--- src/rtl/wb_sdram_pkg.sv ---
// rtl/wb_sdram_pkg.sv - shared types and constants for the Wishbone SDRAM initiator
package wb_sdram_pkg;

  localparam int AW_DEF    = 24;
  localparam int DW_DEF    = 32;
  localparam int TIMEOUT_W = 16;

  typedef enum logic [1:0] {
    WAIT_INIT,
    IDLE,
    BUS,
    RESP
  } wbm_state_t;

endpackage

--- src/rtl/wb_sdram_master_if.sv ---
// rtl/wb_sdram_master_if.sv - request/response port plus Wishbone initiator signals
interface wb_sdram_master_if import wb_sdram_pkg::*; #(
  parameter int AW = AW_DEF,
  parameter int DW = DW_DEF
) ();

  logic            req_valid;
  logic            req_ready;
  logic            req_we;
  logic [AW-1:0]   req_addr;
  logic [DW-1:0]   req_wdata;
  logic [DW/8-1:0] req_sel;

  logic            rsp_valid;
  logic [DW-1:0]   rsp_rdata;
  logic            rsp_err;

  logic            cycle;
  logic            strb;
  logic            we;
  logic [AW-1:0]   addr;
  logic [DW-1:0]   dat_o;
  logic [DW/8-1:0] sel;
  logic [DW-1:0]   dat_i;
  logic            ack;

  modport master (
    input  req_valid, req_we, req_addr, req_wdata, req_sel, dat_i, ack,
    output req_ready, rsp_valid, rsp_rdata, rsp_err,
    output cycle, strb, we, addr, dat_o, sel
  );

  modport slave (
    output req_valid, req_we, req_addr, req_wdata, req_sel, dat_i, ack,
    input  req_ready, rsp_valid, rsp_rdata, rsp_err,
    input  cycle, strb, we, addr, dat_o, sel
  );

endinterface

--- src/rtl/wb_watchdog.sv ---
// rtl/wb_watchdog.sv - stall counter that flags the edge on which it reaches TIMEOUT
module wb_watchdog import wb_sdram_pkg::*; #(
  parameter int TIMEOUT = 255
) (
  input  logic clk,
  input  logic rst,
  input  logic clr_i,
  input  logic en_i,
  output logic expired_o
);

  logic [TIMEOUT_W-1:0] cnt_q, cnt_d;

  // Clear wins over count; each enabled edge adds one stalled cycle.
  always_comb begin
    cnt_d = cnt_q;
    if (clr_i) begin
      cnt_d = '0;
    end else if (en_i) begin
      cnt_d = cnt_q + 1'b1;
    end
  end

  // Counter register.
  always_ff @(posedge clk) begin
    if (rst) begin
      cnt_q <= '0;
    end else begin
      cnt_q <= cnt_d;
    end
  end

  // Expired on the edge that loads TIMEOUT, so the abort lands on that same edge.
  assign expired_o = en_i && (cnt_d == TIMEOUT_W'(TIMEOUT));

endmodule

--- src/rtl/wb_sdram_master.sv ---
// rtl/wb_sdram_master.sv - single-cycle Wishbone classic initiator with watchdog abort
module wb_sdram_master import wb_sdram_pkg::*; #(
  parameter int AW      = AW_DEF,
  parameter int DW      = DW_DEF,
  parameter int TIMEOUT = 255
) (
  input  logic              clk,
  input  logic              rst,
  input  logic              sdram_init_done,
  output logic [7:0]        err_cnt,
  wb_sdram_master_if.master bus
);

  wbm_state_t      state_q, state_d;
  logic            we_q, we_d;
  logic [AW-1:0]   addr_q, addr_d;
  logic [DW-1:0]   dat_q, dat_d;
  logic [DW/8-1:0] sel_q, sel_d;
  logic [DW-1:0]   rdata_q, rdata_d;
  logic            err_q, err_d;
  logic [7:0]      err_cnt_q, err_cnt_d;

  logic accept;
  logic wd_en;
  logic wd_expired;

  assign accept = (state_q == IDLE) && sdram_init_done && bus.req_valid;
  assign wd_en  = (state_q == BUS) && !bus.ack;

  wb_watchdog #(.TIMEOUT(TIMEOUT)) u_watchdog (
    .clk       (clk),
    .rst       (rst),
    .clr_i     (accept),
    .en_i      (wd_en),
    .expired_o (wd_expired)
  );

  // Next state and bus/response register updates; ack has priority over the watchdog.
  always_comb begin
    state_d   = state_q;
    we_d      = we_q;
    addr_d    = addr_q;
    dat_d     = dat_q;
    sel_d     = sel_q;
    rdata_d   = rdata_q;
    err_d     = err_q;
    err_cnt_d = err_cnt_q;
    unique case (state_q)
      WAIT_INIT: begin
        if (sdram_init_done) state_d = IDLE;
      end
      IDLE: begin
        if (accept) begin
          state_d = BUS;
          we_d    = bus.req_we;
          addr_d  = bus.req_addr;
          dat_d   = bus.req_wdata;
          sel_d   = bus.req_sel;
        end else if (!sdram_init_done) begin
          state_d = WAIT_INIT;
        end
      end
      BUS: begin
        if (bus.ack || wd_expired) begin
          state_d = RESP;
          we_d    = 1'b0;
          addr_d  = '0;
          dat_d   = '0;
          sel_d   = '0;
          if (bus.ack) begin
            rdata_d = we_q ? '0 : bus.dat_i;
            err_d   = 1'b0;
          end else begin
            rdata_d = '0;
            err_d   = 1'b1;
            if (err_cnt_q != 8'hFF) err_cnt_d = err_cnt_q + 8'd1;
          end
        end
      end
      RESP: begin
        state_d = IDLE;
      end
      default: begin
        state_d = WAIT_INIT;
      end
    endcase
  end

  // State and datapath registers.
  always_ff @(posedge clk) begin
    if (rst) begin
      state_q   <= WAIT_INIT;
      we_q      <= 1'b0;
      addr_q    <= '0;
      dat_q     <= '0;
      sel_q     <= '0;
      rdata_q   <= '0;
      err_q     <= 1'b0;
      err_cnt_q <= '0;
    end else begin
      state_q   <= state_d;
      we_q      <= we_d;
      addr_q    <= addr_d;
      dat_q     <= dat_d;
      sel_q     <= sel_d;
      rdata_q   <= rdata_d;
      err_q     <= err_d;
      err_cnt_q <= err_cnt_d;
    end
  end

  // CYC and STB are the same flop-derived term so they can never disagree.
  assign bus.cycle     = (state_q == BUS);
  assign bus.strb      = (state_q == BUS);
  assign bus.we        = we_q;
  assign bus.addr      = addr_q;
  assign bus.dat_o     = dat_q;
  assign bus.sel       = sel_q;
  assign bus.req_ready = (state_q == IDLE) && sdram_init_done;
  assign bus.rsp_valid = (state_q == RESP);
  assign bus.rsp_rdata = rdata_q;
  assign bus.rsp_err   = err_q;
  assign err_cnt       = err_cnt_q;

endmodule

--- src/flat_wrapper.sv ---
// flat-port wrapper written by rule: the top's interface ports become plain ports
module wb_sdram_master_flat import wb_sdram_pkg::*;
#(
  parameter int AW      = AW_DEF,
  parameter int DW      = DW_DEF,
  parameter int TIMEOUT = 255
)
  (clk, rst, sdram_init_done, err_cnt, bus_req_valid, bus_req_we, bus_req_addr, bus_req_wdata, bus_req_sel, bus_dat_i, bus_ack, bus_req_ready, bus_rsp_valid, bus_rsp_rdata, bus_rsp_err, bus_cycle, bus_strb, bus_we, bus_addr, bus_dat_o, bus_sel);
  wb_sdram_master_if #(.AW(AW), .DW(DW)) bus_i ();
  input  logic clk;
  input  logic rst;
  input  logic sdram_init_done;
  output logic [7:0] err_cnt;
  input wire logic [$bits(bus_i.req_valid)-1:0] bus_req_valid;
  input wire logic [$bits(bus_i.req_we)-1:0] bus_req_we;
  input wire logic [$bits(bus_i.req_addr)-1:0] bus_req_addr;
  input wire logic [$bits(bus_i.req_wdata)-1:0] bus_req_wdata;
  input wire logic [$bits(bus_i.req_sel)-1:0] bus_req_sel;
  input wire logic [$bits(bus_i.dat_i)-1:0] bus_dat_i;
  input wire logic [$bits(bus_i.ack)-1:0] bus_ack;
  output wire logic [$bits(bus_i.req_ready)-1:0] bus_req_ready;
  output wire logic [$bits(bus_i.rsp_valid)-1:0] bus_rsp_valid;
  output wire logic [$bits(bus_i.rsp_rdata)-1:0] bus_rsp_rdata;
  output wire logic [$bits(bus_i.rsp_err)-1:0] bus_rsp_err;
  output wire logic [$bits(bus_i.cycle)-1:0] bus_cycle;
  output wire logic [$bits(bus_i.strb)-1:0] bus_strb;
  output wire logic [$bits(bus_i.we)-1:0] bus_we;
  output wire logic [$bits(bus_i.addr)-1:0] bus_addr;
  output wire logic [$bits(bus_i.dat_o)-1:0] bus_dat_o;
  output wire logic [$bits(bus_i.sel)-1:0] bus_sel;
  assign bus_i.req_valid = bus_req_valid;
  assign bus_i.req_we = bus_req_we;
  assign bus_i.req_addr = bus_req_addr;
  assign bus_i.req_wdata = bus_req_wdata;
  assign bus_i.req_sel = bus_req_sel;
  assign bus_i.dat_i = bus_dat_i;
  assign bus_i.ack = bus_ack;
  assign bus_req_ready = bus_i.req_ready;
  assign bus_rsp_valid = bus_i.rsp_valid;
  assign bus_rsp_rdata = bus_i.rsp_rdata;
  assign bus_rsp_err = bus_i.rsp_err;
  assign bus_cycle = bus_i.cycle;
  assign bus_strb = bus_i.strb;
  assign bus_we = bus_i.we;
  assign bus_addr = bus_i.addr;
  assign bus_dat_o = bus_i.dat_o;
  assign bus_sel = bus_i.sel;
  wb_sdram_master #(.AW(AW), .DW(DW), .TIMEOUT(TIMEOUT)) u_core (.clk(clk), .rst(rst), .sdram_init_done(sdram_init_done), .err_cnt(err_cnt), .bus(bus_i));
endmodule
--- config.mk ---
export PLATFORM = sky130hd
export DESIGN_NAME = wb_sdram_master_flat
export DESIGN_NICKNAME = d
export VERILOG_FILES = /design/src/rtl/wb_sdram_pkg.sv /design/src/rtl/wb_sdram_master_if.sv /design/src/rtl/wb_watchdog.sv /design/src/rtl/wb_sdram_master.sv /design/src/flat_wrapper.sv
export SDC_FILE = /design/constraint.sdc
export NUM_CORES = 1
export LEC_CHECK = 0
export ABC_AREA = 1
export CAP_MARGIN = 40
export CORE_MARGIN = 1.5
export CORE_UTILIZATION = 44
export CTS_CLUSTER_SIZE = 40
export DETAILED_ROUTE_END_ITERATION = 8
export PLACE_DENSITY = 0.8
export SETUP_SLACK_MARGIN = 0.15
export SLEW_MARGIN = 0
export SYNTH_ARGS = -nofsm -noshare
export SYNTH_HDL_FRONTEND = slang
export SYNTH_SLANG_ARGS = --single-unit
export TNS_END_PERCENT = 1
--- constraint.sdc ---
create_clock -name clk -period 4.5 [get_ports clk]
set_clock_uncertainty 0.2 [all_clocks]
set_input_delay 0.675 -clock clk [delete_from_list [all_inputs] [get_ports clk]]
set_output_delay 0.675 -clock clk [all_outputs]
set_load 0.02 [all_outputs]
Yosys cells after proc, flatten, opt, wreduce, memory -nomap -nowiden. Index checks and enable logic that the tools add are counted.

Muxes and demuxes: 22. Magnitude comparators: 0. Add/sub/neg operators: 2. Reduce and logical (&&, ||, !) cells: 12. Bitwise operators: 1. Multiply operators: 0. Equal/unequal tests: 9. Divide/modulo/power cells: 0. Shifts and indexed selects: 0.

Operators by type and width (number): 32-bit 2-to-1 mux (4); 32-bit one-hot mux with 2 select lines (1); 24-bit 2-to-1 mux (2); 24-bit one-hot mux with 2 select lines (1); 16-bit 2-to-1 mux (2); 16-bit by 1-bit adder with 16-bit output (second input constant) (1); 16-bit by 8-bit equality test with 1-bit output (second input constant) (1); 8-bit by 1-bit adder with 8-bit output (second input constant) (1); 2-bit 2-to-1 mux (4); 4-bit 2-to-1 mux (2); 8-bit != test (second input constant) (1); 2-bit one-hot mux with 4 select lines (1); 4-bit one-hot mux with 2 select lines (1); 3-bit AND reduction (2); 2-bit equality test (second input constant) (2); 1-bit logical AND (4); 2-bit by 1-bit != test with 1-bit output (second input constant) (2); 4-bit AND reduction (1); 1-bit 2-to-1 mux (3); 3-bit by 2-bit != test with 1-bit output (second input constant) (1); 2-bit by 1-bit equality test with 1-bit output (second input constant) (1); 2-bit logical NOT (1); 2-bit != test (second input constant) (1); 1-bit one-hot mux with 2 select lines (1); other kinds (5) (5).

Word-level logic and storage cells: 55. Register bits after elaboration: 120. Output and inout port bits: 106. Bits in read-only memories: 0. Bits in writable memories: 0. Bits in latches: 0. Memories kept: 0.

Longest topological paths before layout.
Depth in word-level cells: 9. Mapped depth: 18.

By module. From an unflattened synthesis, not the netlist that was laid out.

Cell total of the unflattened synthesis: 788. Area total of the unflattened synthesis: 5315.1 um2.

By module, submodules not included: wb_sdram_master (cells an instance 641, area each 4340.4 um2, times used 1); wb_watchdog (cells an instance 147, area each 974.7 um2, times used 1).

Worst setup path after synthesis. No wires, ideal clock.

Path kind: reg-to-reg. Start point: register u_core.state_q[0]. End point: register u_core.rdata_q[22], in the netlist u_core.bus.rsp_rdata[22]. Buffers on the path: 1. Required time: 4.184 ns. Arrival: 2.274 ns. Path slack: 1.910 ns. Cell stages (with the launch flop): 17. Clock period less this slack: 2.590 ns. Path through: dfxtp_1 inv_1 ha_1 inv_2 nor2_4 nand3_1 nor2_2 nand3_1 nand3_1 nand2_1 nor2_2 nand2_2 nand2_1 nand2_2 buf_2 o21ai_0 nor2_1.

Cells in the longest elaborated chain, start to end: 8. Elaborated cells on any way between the ends: 11. Those cells by class: 3 x eq/ne; 2 x mux; 6 x reduce/logical.

Ends and longest elaborated chain: from (decl) (line wb_sdram_master.sv:14) `wbm_state_t state_q, state_d;`; from (signal assigned) (line wb_sdram_master.sv:101) `state_q <= state_d;`; 2-bit equality test (*); net bus_cycle (line flat_wrapper.sv:25) `output wire logic [$bits(bus_i.cycle)-1:0] bus_cycle;`; 1-bit logical AND (line wb_sdram_master.sv:28) `assign wd_en = (state_q == BUS) && !bus.ack;`; 16-bit 2-to-1 mux (line wb_watchdog.sv:19) `end else if (en_i) begin`; 16-bit 2-to-1 mux (line wb_watchdog.sv:17) `if (clr_i) begin`; 16-bit by 8-bit equality test with 1-bit output (line wb_watchdog.sv:34) `assign expired_o = en_i && (cnt_d == TIMEOUT_W'(TIMEOUT));`; 1-bit logical AND (line wb_watchdog.sv:34); 1-bit logical OR (line wb_sdram_master.sv:64) `if (bus.ack || wd_expired) begin`; 2-bit AND reduction (no source line) (*); to (signal assigned) (line wb_sdram_master.sv:106) `rdata_q <= rdata_d;`; to (decl) (line wb_sdram_master.sv:19) `logic [DW-1:0] rdata_q, rdata_d;`.

Mark *: on every way through the listed nets, which the timed path passes. The rest lies on a longest branch. A chain may end at the register's enable or synchronous reset.

Worst setup path after layout.
Start point: register u_core.state_q[0]. End point: register u_core.addr_q[7], in the netlist u_core.bus.addr[7].

Cells in the longest elaborated chain, start to end: 9. Elaborated cells on any way between the ends: 15. Those cells by class: 5 x eq/ne; 3 x mux; 7 x reduce/logical.

Ends and longest elaborated chain: 2-bit equality test / 2-bit by 1-bit equality test with 1-bit output (equally long branches) (line wb_sdram_master.sv:28, wb_sdram_master.sv:48, wb_sdram_master.sv:27); 1-bit logical AND (on tied branches) (line wb_sdram_master.sv:28, wb_sdram_master.sv:27); 16-bit 2-to-1 mux / 1-bit logical AND (equally long branches) (line wb_watchdog.sv:19, wb_sdram_master.sv:27); 16-bit 2-to-1 mux (line wb_watchdog.sv:17); 16-bit by 8-bit equality test with 1-bit output (line wb_watchdog.sv:34); 1-bit logical AND (line wb_watchdog.sv:34); 1-bit logical OR (line wb_sdram_master.sv:64); 2-bit by 1-bit != test with 1-bit output (no source line); 3-bit AND reduction (no source line); to (signal assigned) (line wb_sdram_master.sv:103) `addr_q <= addr_d;`; to (decl) (line wb_sdram_master.sv:16) `logic [AW-1:0] addr_q, addr_d;`.

Parallel ways exist; a longest one is shown, timed or not.

==> reports/qor.txt <==
Status - complete, no violations
# IOs - 204
Post-CTS setup buffers - 0
Hold-critical path depth - 2
Post-CTS resize count - 0
Met2 global-route usage - 37.3%
RSZ-0062 raised after global routing - no
Longest Clk Path Bufs - 2
Crit end category - flip-flop
Clock sinks - 120
Peak supply drop - 285 µV
Slew at the pin closest to its max-slew limit - 0.782 ns
DR pass1 iterations - 5
Fmax - 0.298 GHz
Synth warn - 0
Post-Syn Area - 5370 µm²
GRT met3 Usage - 8.18%
Root Buffer - clkbuf_16
Vias in the first global route - 4960
Final setup fails - 0
Largest net degree at the start of global routing - 74
Max Cap Violations - 0
Placer Congestion - 0.891
Final Slew Violations - 0
Worst hold path type - reg -> reg
Via count - 5535
Critical path launch point type - flip-flop
HPWL after detailed placement - 10100 µm
Clk pin slew, worst setup/hold paths - 0.05 ns
Slew margin rel. - 47.9%
Detailed-route wire length - 15300 µm
Clock latency on the worst-skew pair - 0.42 ns
Met1 Use GR - 28.7%
Die footprint - 12900 µm²
Pwr dens - 468 nW/µm²
Mapped Nets - 857
Die height - 113 µm
Worst EP arrival - 3.49 ns
CTS tree - done
Register-to-Register Path Depth - 17
Final Worst Setup Slack - 1.15 ns
GRT Max-Usage Layer - met2
Initial antenna violation count - 0
Flops & latches, synth - 120
Classification of the worst setup path - reg -> reg
Synth cell types - 29
Post-CTS Hold Fix Bufs - 0
TritonCTS Buffers - 17
First-pass GRT wire length - 23900 µm
Total negative slack - 0 ns
Most frequent cell on the critical path - nand2_1
Final hold vios - 0
Chip Width - 113 µm
WL/cell - 14.0 µm
Tot GR Track Use - 23.3%
Number of fill cells - 1027
DRT iter0 DRCs - 441
Critical-path cell list - inv_1 > ha_1 > inv_2 > nor2_4 > nand3_1 > nor2_2 > nand2_1 > nand2_1 > nand3_1 > nand2_1 > nor2_2 > nand2_2 > nand2_4 > nand2_2 > buf_4 > nand2_1 > a21oi_1
Crit. Startpoint - u_core.state_q[0]$_SDFFE_PP0P_
Slowest cell on the critical path - buf_4
Nets@finish - 1037
Fraction of layout cells with a size suffix above 1 - 5.71%
Antenna viol nets, final - 0
Starting Density - 44.9%
Row Count - 40
I/O Buffers - 203
Area growth from synthesis to final layout - 47.6%
Remaining Overflow, GRT - 0
Register area share after synthesis - 44.8%
Final min period - 3.35 ns
Htree depth - 4
Drt via density - 5.06
Syn Area/Cell - 7.13 µm²
Period utilization - 74.5%
DRC viols - 0
WP data required - 4.64 ns
Diode count - 0
Core box area - 12000 µm²
Leak - 3.15 nW
Crit path max fanout - 61
Mapped Cells - 753
Post-place setup slack - 0.824 ns
Worst reg2reg startpoint - u_core.state_q[0]$_SDFFE_PP0P_
Hold path startpoint - u_core.bus.addr[8]$_SDFFE_PP0P_
Largest stage delay on the critical path - 0.50 ns
## sequential cells by signal (all words and copies together) (netlist names)
name and flops:
u_core.bus.dat_o 32, u_core.bus.rsp_rdata 32, u_core.bus.addr 24, u_core.u_watchdog.cnt_q 16, u_core.err_cnt 8, u_core.bus.sel 4
u_core.state_q 2, u_core.bus.rsp_err 1, u_core.bus.we 1
## cell families after synthesis
kind of cell | share of synthesized area (%)
DFF | 44.8
AOI/OAI and AO/OA | 10.7
adders and majority gates | 1.40
and+or+nand+nor | 33.0
buffers and inverters | 10.1
## worst paths after layout
path                                           to  slack (ns)
setup / recovery  u_core.bus.addr[7]$_SDFFE_PP0P_        1.15
hold / removal    u_core.bus.addr[8]$_SDFFE_PP0P_        0.26
setup reg to reg  u_core.bus.addr[7]$_SDFFE_PP0P_        1.15
hold reg to reg   u_core.bus.addr[8]$_SDFFE_PP0P_        0.26
## final cells by class
type / count / area (µm²) / share of cell area (%)
tap: 147 / 184 / 2.32
timing repair buffer: 210 / 2100 / 26.5
inverter: 71 / 267 / 3.36
multi-input combinational: 513 / 2430 / 30.7
clock inverter: 7 / 43.8 / 0.553
sequential: 120 / 2400 / 30.3
clock buffer: 25 / 495 / 6.25
## Yosys cell counts
cell,n,share of area [%]
a21boi_1,1,0.14
a21oi_1,72,6.7
and3_1,1,0.12
buf_1,1,0.070
buf_2,8,0.75
buf_4,1,0.14
buf_6,9,1.9
buf_8,1,0.28
clkbuf_1,28,2.0
clkbuf_2,1,0.093
dfxtp_1,120,45
ha_1,6,1.4
inv_1,68,4.8
inv_2,3,0.21
nand2_1,138,9.7
nand2_2,4,0.47
nand2_4,1,0.21
nand3_1,29,2.7
nand3b_1,18,2.5
nand4_1,51,5.9
nor2_1,136,9.5
nor2_2,6,0.70
nor2_4,2,0.42
nor3_1,5,0.47
nor3b_1,1,0.14
o21a_1,1,0.14
o21ai_0,18,1.7
o21ai_1,22,2.1
or2_2,1,0.12
## critical path, delay by kind of cell (launching register included)
kind	cells	cell delay [ns]
buffers and inverters	3	0.68
and+or+nand+nor	12	1.43
DFF	1	0.34
adders and majority gates	1	0.37
AOI/OAI and AO/OA	1	0.20
## per-layer routing
layer | part of all wire (%) | up-vias
met5 | 0 | -
met4 | 2.2 | 0
met3 | 7.8 | 27
met2 | 47 | 215
met1 | 43 | 2489
li1 | - | 2804
## cell usage in the layout, fill, tap and decap left out, types with 3 or more instances in the layout
cell type	netlist	final
clkbuf_1	28	4
inv_1	68	68
nor2_1	136	136
buf_4	1	6
nand2_2	4	4
nand3_1	29	29
inv_2	3	3
ha_1	6	6
clkbuf_8	0	4
nand3b_1	18	18
dfxtp_1	120	120
nor2_2	6	6
a21oi_1	72	72
clkdlybuf4s50_1	0	202
o21ai_0	18	18
nand2_1	138	138
o21ai_1	22	22
nand4_1	51	51
nor3_1	5	5
clkbuf_16	0	17
clkinv_2	0	4
## where the power goes
part	internal, mW	switching (mW)	total (mW)
clock	0.758	0.476	1.23
combinational	0.508	0.668	1.18
sequential	1.22	0.0801	1.30
total	2.48	1.22	3.71
## per-stage QoR
step	util, %	std cells	hold slack, ns	power, mW	instance area (µm²)
2_1_floorplan	-	753	0.273	2.00	5370
3_3_place_gp	61.5	1060	0.248	2.48	7360
3_5_place_dp	61.7	1061	0.253	2.49	7380
4_1_cts	66.2	1093	0.263	3.73	7920
5_1_grt	66.2	1093	0.277	3.89	7920
6_report	66.2	1093	0.262	3.71	7920
Note: power is estimated with default switching activity, not from simulation.
